File: config.mk
export PLATFORM = sky130hd
export DESIGN_NAME = stage_3
export DESIGN_NICKNAME = d
export VERILOG_FILES = /design/src/rtl/asp_pkg.sv /design/src/rtl/stage_3_fifo.sv /design/src/rtl/stage_3.sv
export SDC_FILE = /design/constraint.sdc
export NUM_CORES = 1
export LEC_CHECK = 0
export BUFFER_PORTS_ARGS = -buffer_cell sky130_fd_sc_hd__buf_2
export CAP_MARGIN = 15
export CORE_MARGIN = 1.5
export CORE_UTILIZATION = 50
export CTS_CLUSTER_SIZE = 14
export DETAILED_ROUTE_END_ITERATION = 16
export PLACE_DENSITY = 0.71
export SYNTH_ARGS = -nofsm -noshare
export SYNTH_HDL_FRONTEND = slang
export SYNTH_SLANG_ARGS = --single-unit
export TNS_END_PERCENT = 1
File: constraint.sdc
create_clock -name clk -period 3.6 [get_ports clk]
set_input_delay 0.72 -clock clk [delete_from_list [all_inputs] [get_ports clk]]
set_output_delay 0.72 -clock clk [all_outputs]
set_load 0.01 [all_outputs]
File: src/rtl/asp_pkg.sv
// ---------------------------------------------------------------------------
// asp_pkg -- shared definitions for the stage_3 network/host queueing stage.
//
// Contents:
//   opcode_e   : stage-2 opcode encoding (NOP, TX, RX, TAGCLR)
//   ERR_CNT_W  : width of the saturating error event counters
//   sat_inc()  : saturating increment used by the event counters
// ---------------------------------------------------------------------------
package asp_pkg;

    typedef enum logic [1:0] {
        OP_NOP    = 2'b00,
        OP_TX     = 2'b01,
        OP_RX     = 2'b10,
        OP_TAGCLR = 2'b11
    } opcode_e;

    localparam int ERR_CNT_W = 16;

    // Counters stick at all-ones instead of wrapping back to zero.
    function automatic logic [ERR_CNT_W-1:0] sat_inc(input logic [ERR_CNT_W-1:0] value,
                                                     input logic                 event_hit);
        if (event_hit && (value != {ERR_CNT_W{1'b1}}))
            sat_inc = value + ERR_CNT_W'(1);
        else
            sat_inc = value;
    endfunction

endpackage

File: src/rtl/stage_3_fifo.sv
// ---------------------------------------------------------------------------
// stage_3_fifo -- small synchronous FIFO used for both stage_3 queues.
//
// Parameters:
//   width : entry width in bits
//   depth : number of entries (power of two, >= 2)
//
// Ports:
//   clk, reset     : clock, synchronous active-high reset (empties the queue)
//   push, push_data: write request and data; ignored when full unless a pop
//                    happens in the same cycle
//   full           : queue holds depth entries
//   pop            : read request; ignored when empty
//   pop_data       : head entry, forced to 0 while the queue is empty
//   empty          : queue holds no entries
//   count          : current occupancy (0..depth)
// ---------------------------------------------------------------------------
module stage_3_fifo
    import asp_pkg::*;
#(
    parameter int width = 32,
    parameter int depth = 4
) (
    input  logic                   clk,
    input  logic                   reset,
    input  logic                   push,
    input  logic [width-1:0]       push_data,
    output logic                   full,
    input  logic                   pop,
    output logic [width-1:0]       pop_data,
    output logic                   empty,
    output logic [$clog2(depth):0] count
);

    localparam int PW = $clog2(depth);
    localparam int CW = PW + 1;

    logic [width-1:0] mem_q [depth];
    logic [width-1:0] mem_d [depth];
    logic [PW-1:0]    wr_ptr_q, wr_ptr_d;
    logic [PW-1:0]    rd_ptr_q, rd_ptr_d;
    logic [CW-1:0]    count_q, count_d;
    logic             do_push;
    logic             do_pop;

    assign empty    = (count_q == '0);
    assign full     = (count_q == CW'(depth));
    assign count    = count_q;
    // Memory is not reset, so the head is masked to keep outputs at 0 when empty.
    assign pop_data = empty ? '0 : mem_q[rd_ptr_q];

    // A push into a full queue is only allowed when the head leaves in the same cycle.
    assign do_pop  = pop && !empty;
    assign do_push = push && (!full || do_pop);

    always_comb begin
        mem_d    = mem_q;
        wr_ptr_d = wr_ptr_q;
        rd_ptr_d = rd_ptr_q;
        count_d  = count_q;
        if (do_push) begin
            mem_d[wr_ptr_q] = push_data;
            // Power-of-two depth lets the pointer wrap naturally.
            wr_ptr_d        = wr_ptr_q + PW'(1);
        end
        if (do_pop) begin
            rd_ptr_d = rd_ptr_q + PW'(1);
        end
        case ({do_push, do_pop})
            2'b10:   count_d = count_q + CW'(1);
            2'b01:   count_d = count_q - CW'(1);
            default: count_d = count_q;
        endcase
    end

    always_ff @(posedge clk) begin
        if (reset) begin
            wr_ptr_q <= '0;
            rd_ptr_q <= '0;
            count_q  <= '0;
        end else begin
            wr_ptr_q <= wr_ptr_d;
            rd_ptr_q <= rd_ptr_d;
            count_q  <= count_d;
        end
    end

    always_ff @(posedge clk) begin
        mem_q <= mem_d;
    end

endmodule

File: src/rtl/stage_3.sv
// ---------------------------------------------------------------------------
// stage_3 -- tags outgoing host data, checks tags on incoming network data,
// and buffers both directions in small FIFOs with valid/ready handshakes.
//
// Parameters:
//   data_size  : payload width
//   tag_size   : network tag width
//   fifo_depth : entries per queue (power of two, >= 2)
//
// Ports:
//   clk, reset         : clock, synchronous active-high reset
//   opcode_in          : 00 NOP, 01 TX, 10 RX, 11 TAGCLR (sampled every cycle)
//   soft_error_in      : host-data parity failure, only meaningful with TX
//   tx_data            : host payload for TX
//   rx_data, rx_tag    : network payload and tag for RX
//   net_out            : {payload, tag} toward the network, tag in low bits
//   net_valid/ready    : network-side handshake
//   host_out           : tag-checked payload toward the host
//   host_valid/ready   : host-side handshake
//   tag_error          : one-cycle pulse after an RX tag mismatch
//   overflow           : sticky, set when a push is dropped on a full queue
//   soft_error_count   : saturating count of TX soft errors
//   tag_error_count    : saturating count of RX tag mismatches
//
// Configuration:
//   STAGE3_ERR_COUNT_EN : when defined, the two event counters are built;
//                         otherwise both counter ports are tied to 0.
// ---------------------------------------------------------------------------
module stage_3
    import asp_pkg::*;
#(
    parameter int data_size  = 32,
    parameter int tag_size   = 8,
    parameter int fifo_depth = 4
) (
    input  logic                          clk,
    input  logic                          reset,
    input  logic [1:0]                    opcode_in,
    input  logic                          soft_error_in,
    input  logic [data_size-1:0]          tx_data,
    input  logic [data_size-1:0]          rx_data,
    input  logic [tag_size-1:0]           rx_tag,
    output logic [data_size+tag_size-1:0] net_out,
    output logic                          net_valid,
    input  logic                          net_ready,
    output logic [data_size-1:0]          host_out,
    output logic                          host_valid,
    input  logic                          host_ready,
    output logic                          tag_error,
    output logic                          overflow,
    output logic [ERR_CNT_W-1:0]          soft_error_count,
    output logic [ERR_CNT_W-1:0]          tag_error_count
);

    localparam int CNT_BITS = $clog2(fifo_depth) + 1;

    logic [tag_size-1:0] tx_seq_q, tx_seq_d;
    logic [tag_size-1:0] rx_exp_q, rx_exp_d;
    logic                tag_error_q, tag_error_d;
    logic                overflow_q, overflow_d;

    logic                          tx_push, tx_full, tx_empty;
    logic                          rx_push, rx_full, rx_empty;
    logic [data_size+tag_size-1:0] tx_push_data;
    logic [CNT_BITS-1:0]           tx_count, rx_count;

    // The tag travels with the payload, so it is latched into the queue entry.
    assign tx_push_data = {tx_data, tx_seq_q};

    // Opcode decode: sequence/expected-tag updates and push requests.
    // Sequence numbers advance on every accepted opcode even if the queue drops it.
    always_comb begin
        tx_push     = 1'b0;
        rx_push     = 1'b0;
        tx_seq_d    = tx_seq_q;
        rx_exp_d    = rx_exp_q;
        tag_error_d = 1'b0;
        overflow_d  = overflow_q;
        if (opcode_in == OP_TX) begin
            if (!soft_error_in) begin
                tx_push  = 1'b1;
                tx_seq_d = tx_seq_q + tag_size'(1);
            end
        end else if (opcode_in == OP_RX) begin
            if (rx_tag == rx_exp_q) begin
                rx_push  = 1'b1;
                rx_exp_d = rx_exp_q + tag_size'(1);
            end else begin
                tag_error_d = 1'b1;
            end
        end else if (opcode_in == OP_TAGCLR) begin
            tx_seq_d = '0;
            rx_exp_d = '0;
        end
        // A full queue is never empty, so ready alone means the head leaves this cycle.
        if ((tx_push && tx_full && !net_ready) || (rx_push && rx_full && !host_ready)) begin
            overflow_d = 1'b1;
        end
    end

    always_ff @(posedge clk) begin
        if (reset) begin
            tx_seq_q    <= '0;
            rx_exp_q    <= '0;
            tag_error_q <= 1'b0;
            overflow_q  <= 1'b0;
        end else begin
            tx_seq_q    <= tx_seq_d;
            rx_exp_q    <= rx_exp_d;
            tag_error_q <= tag_error_d;
            overflow_q  <= overflow_d;
        end
    end

    stage_3_fifo #(
        .width (data_size + tag_size),
        .depth (fifo_depth)
    ) u_tx_fifo (
        .clk       (clk),
        .reset     (reset),
        .push      (tx_push),
        .push_data (tx_push_data),
        .full      (tx_full),
        .pop       (net_ready),
        .pop_data  (net_out),
        .empty     (tx_empty),
        .count     (tx_count)
    );

    stage_3_fifo #(
        .width (data_size),
        .depth (fifo_depth)
    ) u_rx_fifo (
        .clk       (clk),
        .reset     (reset),
        .push      (rx_push),
        .push_data (rx_data),
        .full      (rx_full),
        .pop       (host_ready),
        .pop_data  (host_out),
        .empty     (rx_empty),
        .count     (rx_count)
    );

    // Occupancy and full flag must always agree; catches a broken queue early in simulation.
    always_ff @(posedge clk) begin
        if (!reset) begin
            assert (tx_full == (tx_count == CNT_BITS'(fifo_depth)));
            assert (rx_full == (rx_count == CNT_BITS'(fifo_depth)));
        end
    end

    assign net_valid  = !tx_empty;
    assign host_valid = !rx_empty;
    assign tag_error  = tag_error_q;
    assign overflow   = overflow_q;

`ifdef STAGE3_ERR_COUNT_EN
    logic [ERR_CNT_W-1:0] soft_cnt_q, soft_cnt_d;
    logic [ERR_CNT_W-1:0] tag_cnt_q, tag_cnt_d;

    // Event counters: soft errors only count on TX, tag errors on RX mismatch.
    always_comb begin
        soft_cnt_d = sat_inc(soft_cnt_q, (opcode_in == OP_TX) && soft_error_in);
        tag_cnt_d  = sat_inc(tag_cnt_q, tag_error_d);
    end

    always_ff @(posedge clk) begin
        if (reset) begin
            soft_cnt_q <= '0;
            tag_cnt_q  <= '0;
        end else begin
            soft_cnt_q <= soft_cnt_d;
            tag_cnt_q  <= tag_cnt_d;
        end
    end

    assign soft_error_count = soft_cnt_q;
    assign tag_error_count  = tag_cnt_q;
`else
    assign soft_error_count = '0;
    assign tag_error_count  = '0;
`endif

endmodule
-- Word level (Yosys, flattened, before mapping)
Index checks and enable logic that the tools add are counted.
- register bits: 320
- output and inout port bits: 108
- logic and storage cells: 109
- $add $sub $neg: 10
- order comparisons: 6
- equal/unequal tests: 13
- mux-type cells: 28
- bitwise gates (word level): 6
- reduce and logical (&&, ||, !) cells: 28
- operator list (cell ; count):
    $bwmux 160 ; 1
    $mux 40 ; 4
    $bwmux 128 ; 1
    $mux 32 ; 4
    $bmux 40 s2 ; 1
    $demux 40 s2 ; 1
    $bmux 32 s2 ; 1
    $demux 32 s2 ; 1
    $mux 8 ; 6
    $add 8x1->8 const B ; 2
    $ge 3x3->1 const B ; 4
    $not 2->3 ; 4
    $pmux 3 s2 ; 2
    $logic_and 1x1->1 ; 10
    $add 2x1->2 const B ; 4
    $eq 2x2->1 const B ; 4
    $eq 8x8->1 ; 1
    $reduce_bool 2->1 ; 4
    $add 3x1->3 const B ; 2
    $eq 2x1->1 const B ; 3
    $eq 3x3->1 const B ; 2
    $logic_not 1->1 ; 6
    $logic_not 3->1 ; 2
    $lt 3x1->1 const B ; 2
    8 further kinds ; 19

-- Logic depth before layout (Yosys ltp)
Gate-level depths: netlist of run 1.
- depth after elaboration: 7
- depth in mapped cells: 11
- mapped depth without buffers: 11

-- By module
Synthesis of run 1 repeated with hierarchy kept, for this count alone.
- cells, all modules: 719
- area total of the unflattened synthesis: 13128.8 µm²
- modules (own cells, without submodules) (module ; times used ; cells an instance ; area each (µm²) ; seq. area each (µm²)):
    stage_3_fifo at u_tx_fifo ; 1 ; 305 ; 6541.3 ; 4944.7
    stage_3_fifo at u_rx_fifo ; 1 ; 255 ; 5311.3 ; 3983.8
    stage_3 ; 1 ; 159 ; 1276.2 ; 360.3

-- Worst setup path after synthesis of run 1
Ideal clock, no wire load.
- kind: input to register
- start: input rx_tag[2]
- end: register u_rx_fifo.mem_q[32] (netlist name) (enable)
- library setup time: 0.392 ns
- arrival time: 2.685 ns
- path slack: 0.523 ns
- cell stages on the path: 5
- path buffers: 0
- cell sequence: xor2_1 nor4_2 nand2_2 nor3_2 and2_1
- word-level cells in the longest chain between the ends: 5
- ends and longest elaborated chain (what ; line ; RTL):
    start: declaration ; stage_3.sv:42 ; input logic [tag_size-1:0] rx_tag,
    $eq 8x8->1 ; stage_3.sv:85 ; if (rx_tag == rx_exp_q) begin
    $mux 1 ; stage_3.sv:85 ;
    $mux 1 ; stage_3.sv:84 ; end else if (opcode_in == OP_RX) begin
    $mux 1 ; stage_3.sv:79 ; if (opcode_in == OP_TX) begin
    $logic_and 1x1->1 ; stage_3_fifo.sv:54 ; assign do_push = push && (!full || do_pop);
    end signal: assignment ; stage_3_fifo.sv:89 ; mem_q <= mem_d;
    end: declaration ; stage_3_fifo.sv:38 ; logic [width-1:0] mem_q [depth];
Every way passes these cells.
A chain may end at the register's enable or synchronous reset.

-- Worst setup path in the final report of run 1
- start: register u_rx_fifo.rd_ptr_q[0]
- end: output host_out[19]
- word-level cells in the longest chain between the ends: 5
- ends and longest elaborated chain (what ; line ; RTL):
    start: declaration ; stage_3_fifo.sv:41 ; logic [PW-1:0] rd_ptr_q, rd_ptr_d;
    start signal: assignment ; stage_3_fifo.sv:83 ; rd_ptr_q <= rd_ptr_d;
    $not 2->3 (implied by the code) ; stage_3_fifo.sv:50 ; assign pop_data = empty ? '0 : mem_q[rd_ptr_q];
    $bmux 32 s2 ; stage_3_fifo.sv:50 ;
    $mux 32 (implied by the code) (2 in a row) ; stage_3_fifo.sv:50 ;
    $mux 32 ; stage_3_fifo.sv:50 ;
    end: declaration ; stage_3.sv:46 ; output logic [data_size-1:0] host_out,
Every way passes these cells. The select of a mux whose other input is x is not followed.

==> results.py, run 1 <==
metrics = {
    "status": {
        "status": "finished, final reports clean",
    },
    "sta": {
        "maxClockFrequency_mhz": 330,
        "final-hold-violation-count": 0,
        "maxSlewHeadroom": 0.588,
        "layout_setup_ws_ps": 572,
        "fin_tns_setup_ps": 0,
        "period_share": 0.841,
        "fin_crit_ps": 3030,
        "fin_skew_ps": 20.5,
        "drv_slew": 0,
        "rsz0062_at_grt": "no",
        "setup_viol_count_final": 0,
        "whs_ps": 425,
        "worstMarginPinSlew_ps": 619,
    },
    "setup_path": {
        "worstSetupStartpointType": "flip-flop",
        "slowest_delay_ps": 690,
        "cp.buffers_inverters": 2,
        "r2r_slack_ps": 1010,
        "r2r-start": "rx_exp_q[2]",
        "critPathTopFamily": "flip-flops",
        "arrival_ps": 2310,
        "cp_cell_sequence": "buf_4 > mux4_2 > and2_1 > buf_2",
        "endpoint_kind": "primary output",
        "required_ps": 2880,
        "critPathKind": "flip-flop to primary output",
        "path_max_fanout": 15,
        "timing.rr.end": "u_rx_fifo.count[2]",
        "r2r_cells": 12,
        "cpMaxStageDelayCell": "dfxtp_2",
    },
    "yosys": {
        "synth-simple-area-share": 0.0742,
        "synth_edf_count": 288,
        "synth-compound-area-share": 0.0184,
        "synth_cells": 719,
        "synth_cell_types": 42,
        "async_flop_share": 0,
        "synth_mux_area_frac": 0.129,
        "synth_fa_ha_area_frac": 0.0147,
        "synth_warnings": 0,
        "syn_area_per_cell_um2": 18.0,
        "yosys.area_share.xor_xnor": 0.0115,
        "ys.flop_type": "edfxtp_1",
        "synth_area_um2": 12900,
        "ys_seq_area_frac": 0.718,
        "synth_top_family_by_area": "multiplexers",
        "synth_seq_cells": 320,
    },
    "power_and_ir_drop": {
        "power.density_nw_per_um2": 555,
        "internal-power_mw": 6.53,
        "seqPwrFrac": 0.485,
        "p_switching_mw": 1.92,
        "ir_worst_vdd_uv": 485,
        "combPwrFrac": 0.119,
        "swShare": 0.227,
        "clkPwrFrac": 0.396,
        "p_leak_nw": 5.35,
    },
    "clocking": {
        "clockBufferDepth": 3,
        "cts_tree": "yes",
        "clkSlewWorstSetupHoldPaths_ps": 60,
        "cts.sinks": 320,
        "clk_latency_ps": 510,
        "cts_hold_buffers": 0,
        "cts-root-buf": "clkbuf_16",
        "ctsResizeCount": 0,
        "cts_setup_buffers": 0,
        "h-tree-depth": 2,
        "cts_buffers": 35,
    },
    "cells_and_area": {
        "final_common_cell": "edfxtp_1",
        "layout_common_cells": "edfxtp_1, buf_2, and2_1",
        "drive_above_1_share": 0.339,
        "area_growth_syn_to_layout_pct": 17.7,
        "diodes": 0,
        "fin_nets": 989,
    },
    "floorplanning": {
        "core_area_um2": 25300,
        "initial_core_util": 0.512,
        "ioPinCount": 187,
        "die_area_um2": 26800,
        "rows": 58,
        "die_w_um": 164,
        "die_h_um": 164,
    },
    "routing": {
        "wire_per_inst_um": 18.4,
        "initialDrtViolationCount": 480,
        "drt-total-wl_um": 23000,
        "vias": 6617,
        "via_per_inst": 5.29,
        "ant_nets": 0,
        "first_pass_iters": 4,
        "drc_errors": 0,
    },
    "global_route": {
        "grt_antenna_before_repair": 2,
        "grt_pass1_vias": 6760,
        "grt_usage": 0.175,
        "grt_pass1_wl_um": 36100,
        "grt_overflow": 0,
        "grt_max_degree": 43,
    },
    "min_path": {
        "hold_class": "input port to flip-flop",
        "min_from": "rx_data[4]",
        "hold_path_end": "u_rx_fifo.mem_q[36]",
        "hold-path-cell-count": 1,
    },
    "job": {
        "cap_violations": 0,
    },
    "place": {
        "dp_hpwl_um": 14200,
        "routabilityCongestion": 0.843,
        "port_buffers": 154,
        "post-place-ws_ps": 600,
    },
}
flip-flops by register name, indices dropped and copies added (netlist names), 2 cells and up:
register	cells
u_rx_fifo.count	3
rx_exp_q	8
u_rx_fifo.mem_q	128
tx_seq_q	8
u_rx_fifo.rd_ptr_q	2
u_tx_fifo.wr_ptr_q	2
u_tx_fifo.mem_q	160
u_tx_fifo.count	3
u_rx_fifo.wr_ptr_q	2
u_tx_fifo.rd_ptr_q	2
cell families after synthesis:
group	count (synthesis)
flip-flops	320
AND/OR/NAND/NOR	167
buffers and inverters	81
multiplexers	76
AO/OA/AOI/OAI	43
XOR/XNOR	17
adder cells (fa/ha/maj)	14
other	1
Yosys cell counts (all sizes together), types with 4 or more instances:
cell / number / area [um^2]
dfxtp: 32 / 641
mux4: 72 / 1620
buf: 44 / 295
nor3: 6 / 35.0
nor2b: 4 / 25.0
a21oi: 19 / 95.1
clkbuf: 21 / 78.8
o21ai: 15 / 75.1
inv: 15 / 56.3
nand3: 7 / 35.0
and2: 85 / 537
nor4: 4 / 37.5
xor2: 14 / 123
ha: 12 / 150
nand2: 13 / 51.3
nor2: 31 / 116
edfxtp: 288 / 8650
or3: 5 / 31.3
worst max-delay path by stage:
stage | start | endpoint | slack (ps) | depth (start not counted)
detailed placement | rx_tag[2] | u_rx_fifo.count[2] | 600 | 13
finish | u_rx_fifo.rd_ptr_q[0] | host_out[19] | 570 | 4
global route | u_rx_fifo.rd_ptr_q[0] | host_out[19] | 420 | 4
global placement | rx_tag[3] | u_rx_fifo.count[2] | 630 | 13
floorplan | rx_tag[2] | u_rx_fifo.mem_q[32] | 520 | 5
CTS | u_rx_fifo.rd_ptr_q[0] | host_out[19] | 490 | 4
power groups by stage:
| stage | combinational (mW) | sequential [mW] | clock [mW] |
|---|---|---|---|
| 2_1_floorplan | 0.682 | 4.17 | 0 |
| 5_1_grt | 1.12 | 4.10 | 3.57 |
| 6_report | 1.00 | 4.10 | 3.35 |
| 4_1_cts | 1.03 | 4.10 | 3.43 |
| 3_5_place_dp | 1.03 | 4.18 | 0 |
| 3_3_place_gp | 1.02 | 4.18 | 0 |
layout make-up:
| cell class | instances | area (um^2) |
|---|---|---|
| Clock buffer | 40 | 916 |
| Multi-Input combinational cell | 349 | 3330 |
| Sequential cell | 320 | 9290 |
| Tap cell | 330 | 413 |
| Fill cell | 1901 | 10000 |
| Inverter | 16 | 60.1 |
| Timing Repair Buffer | 174 | 1020 |
| Clock inverter | 23 | 186 |
per-stage QoR:
stage,area [um^2],power (mW),cells,utilization
after floorplan,13000,4.85,750,-
after global placement,14100,5.19,1189,0.559
after detailed placement,14100,5.20,1189,0.559
after CTS,15200,8.56,1252,0.603
after global routing,15200,8.79,1252,0.603
final,15200,8.45,1252,0.603
metal layers:
layer / wire length, um / vias to the layer above / global-route usage
li1: - / 3063 / -
met1: 9620 / 3334 / 0.230
met2: 11400 / 183 / 0.290
met3: 1660 / 33 / 0.0472
met4: 308 / 4 / 0.0417
met5: 26 / - / 0
(Power assumes the default switching activity.)
==> run 2, diff against run 1 <==
--- a/config.mk
+++ b/config.mk
@@ -5,6 +5,7 @@
 export SDC_FILE = /design/constraint.sdc
 export NUM_CORES = 1
 export LEC_CHECK = 0
+export ABC_AREA = 1
 export BUFFER_PORTS_ARGS = -buffer_cell sky130_fd_sc_hd__buf_2
 export CAP_MARGIN = 15
 export CORE_MARGIN = 1.5
==> constraint.sdc (replaced) <==
create_clock -name clk -period 3.15 [get_ports clk]
set_input_delay 0.63 -clock clk [delete_from_list [all_inputs] [get_ports clk]]
set_output_delay 0.63 -clock clk [all_outputs]
set_load 0.01 [all_outputs]
==> run 2 against run 1 <==
  * Power increased by 12%
  * Combinational power decreased by 10%
  * Clock skew decreased by 1.0 ps
  * Utilization decreased by 0.68 points
  * Clock-buffer cell count increased by 8
  * Clock power increased by 16%
  * Cell count increased by 36%
  * Area after synthesis increased by 2.8%
  * Sequential share of layout area decreased by 1.2 points
  * Hold slack got worse by 87 ps
  * Critical endpoint is now net_out[20]
  * Largest power group unchanged
==> results.py, run 2 <==
metrics = {
    "floorplanning": {
        "die_h_um": 166,
        "die_w_um": 166,
        "die_area_um2": 27600,
        "core_area_um2": 26100,
        "rows": 59,
        "initial_core_util": 0.510,
        "ioPinCount": 187,
    },
    "min_path": {
        "hold-path-cell-count": 1,
        "hold_class": "input port to flip-flop",
    },
    "yosys": {
        "async_flop_share": 0,
        "synth_seq_cells": 320,
        "ys_seq_area_frac": 0.699,
        "ys_top_cells_by_area": "edfxtp_1, nor2_1, o21ai_0",
        "synthMostInstantiatedCell": "nor2_1",
        "synth_warnings": 0,
        "synth_cells": 1189,
        "syn_area_per_cell_um2": 11.2,
        "synth_cell_types": 30,
        "yosysTopAreaCellShare": 0.651,
        "ys.flop_type": "edfxtp_1",
        "synth_edf_count": 288,
        "synth_common_cells": "nor2_1, edfxtp_1, o21ai_0",
        "synth_area_um2": 13300,
        "synth_top_cell_by_area": "edfxtp_1",
    },
    "sta": {
        "rsz0062_at_grt": "no",
        "final-hold-violation-count": 0,
        "fin_skew_ps": 19.5,
        "fin_tns_setup_ps": 0,
        "drv_slew": 0,
        "maxSlewHeadroom": 0.622,
        "fin_crit_ps": 2830,
        "worstMarginPinSlew_ps": 567,
        "setup_viol_count_final": 0,
        "period_share": 0.900,
        "layout_setup_ws_ps": 316,
        "maxClockFrequency_mhz": 353,
    },
    "clocking": {
        "clk_latency_ps": 500,
        "cts-root-buf": "clkbuf_16",
        "cts_tree": "yes",
        "cts_hold_buffers": 0,
        "clockBufferDepth": 3,
        "h-tree-depth": 2,
        "cts_buffers": 34,
        "cts.sinks": 320,
        "cts_setup_buffers": 0,
        "clkSlewWorstSetupHoldPaths_ps": 60,
        "ctsResizeCount": 0,
    },
    "routing": {
        "vias": 8943,
        "initialDrtViolationCount": 788,
        "wire_per_inst_um": 16.4,
        "drc_errors": 0,
        "drt-total-wl_um": 27800,
        "ant_nets": 0,
        "via_per_inst": 5.26,
        "first_pass_iters": 6,
    },
    "status": {
        "status": "finished, final reports clean",
    },
    "place": {
        "routabilityCongestion": 0.828,
        "port_buffers": 154,
        "dp_hpwl_um": 16300,
        "post-place-ws_ps": 415,
        "place_area_um2": 14400,
    },
    "global_route": {
        "grt_pass1_vias": 8606,
        "grt_pass1_wl_um": 44300,
        "grt_overflow": 0,
        "grt_antenna_before_repair": 4,
        "grt_usage": 0.200,
        "grt_max_degree": 84,
    },
    "cells_and_area": {
        "fill_cells": 2059,
        "fin_area_um2": 15500,
        "multi_input_area_um2": 3480,
        "utilization": 0.596,
        "fin_nets": 1434,
        "ff_latch_area_um2": 9290,
        "top_register": "u_tx_fifo.mem_q",
        "area_growth_syn_to_layout_pct": 16.8,
        "largest_reg_flops": 160,
        "layout_common_cells": "nor2_1, edfxtp_1, buf_2",
        "drive_above_1_share": 0.180,
        "final_common_cell": "nor2_1",
        "reg.largest.list": "u_tx_fifo.mem_q x160, u_rx_fifo.mem_q x128",
    },
    "power_and_ir_drop": {
        "ir_worst_vdd_uv": 459,
        "p_leak_nw": 5.78,
        "total_power_mw": 9.43,
        "power.density_nw_per_um2": 608,
    },
    "setup_path": {
        "r2r_cells": 13,
        "path_max_fanout": 29,
        "critPathKind": "flip-flop to primary output",
        "required_ps": 2520,
        "worstSetupStartpointType": "flip-flop",
        "arrival_ps": 2200,
        "endpoint_kind": "primary output",
    },
    "job": {
        "cap_violations": 0,
    },
}
-- run 2: path summary, 6_finish.rpt --
kind | start | to | slack [ps]
min | rx_data[21] | u_rx_fifo.mem_q[21] | 340
max | u_tx_fifo.rd_ptr_q[1] | net_out[20] | 320
min reg2reg | u_rx_fifo.count[2] | u_rx_fifo.count[2] | 510
max reg2reg | rx_exp_q[5] | u_rx_fifo.count[1] | 660
-- run 2: cell type report --
type,instances,share of cell area
clock buffers,48,0.0609
inverters,60,0.0145
clock inverters,10,0.00870
diodes,1,0.000161
multi-input cells,749,0.224
repair buffers,176,0.0659
flip-flops and latches,320,0.599
well taps,335,0.0270
-- run 2: kinds of logic (layout without fill, tap and decap cells) --
family / Yosys count / after routing / share of synthesized area
compound gates: 270 / 270 / 0.103
xor+xnor: 6 / 6 / 0.00396
fa+ha+maj: 14 / 14 / 0.0143
buf+inv: 151 / 294 / 0.0527
flops: 320 / 320 / 0.699
other cells: 1 / 33 / 0.000282
simple gates: 427 / 427 / 0.127
-- run 2: per-layer routing --
layer | vias up | part of all wire | GRT usage
met1 | 4221 | 0.42 | 0.260
met4 | 8 | 0.019 | 0.0576
met3 | 53 | 0.075 | 0.0439
met2 | 309 | 0.48 | 0.339
li1 | 4352 | - | -
met5 | - | 0.0017 | 0
-- run 2: critical path, stage by stage, from the launching register on --
cell	delay, ps
dfxtp_1	330
clkinv_1	390
buf_12	340
nor2_1	110
o21ai_0	80
a21oi_1	260
buf_2	190
-- run 2: power by group --
group	internal (mW)	total (mW)	switching [mW]
Sequential	4.66	4.67	0.0163
Clock	2.34	3.87	1.53
Combinational	0.287	0.896	0.609
-- run 2: per-stage QoR --
step           hold WS (ps)  instances
6_report                338       1699
5_1_grt                 335       1698
4_1_cts                 321       1698
3_5_place_dp            487       1640
3_3_place_gp            476       1640
2_1_floorplan           459       1220
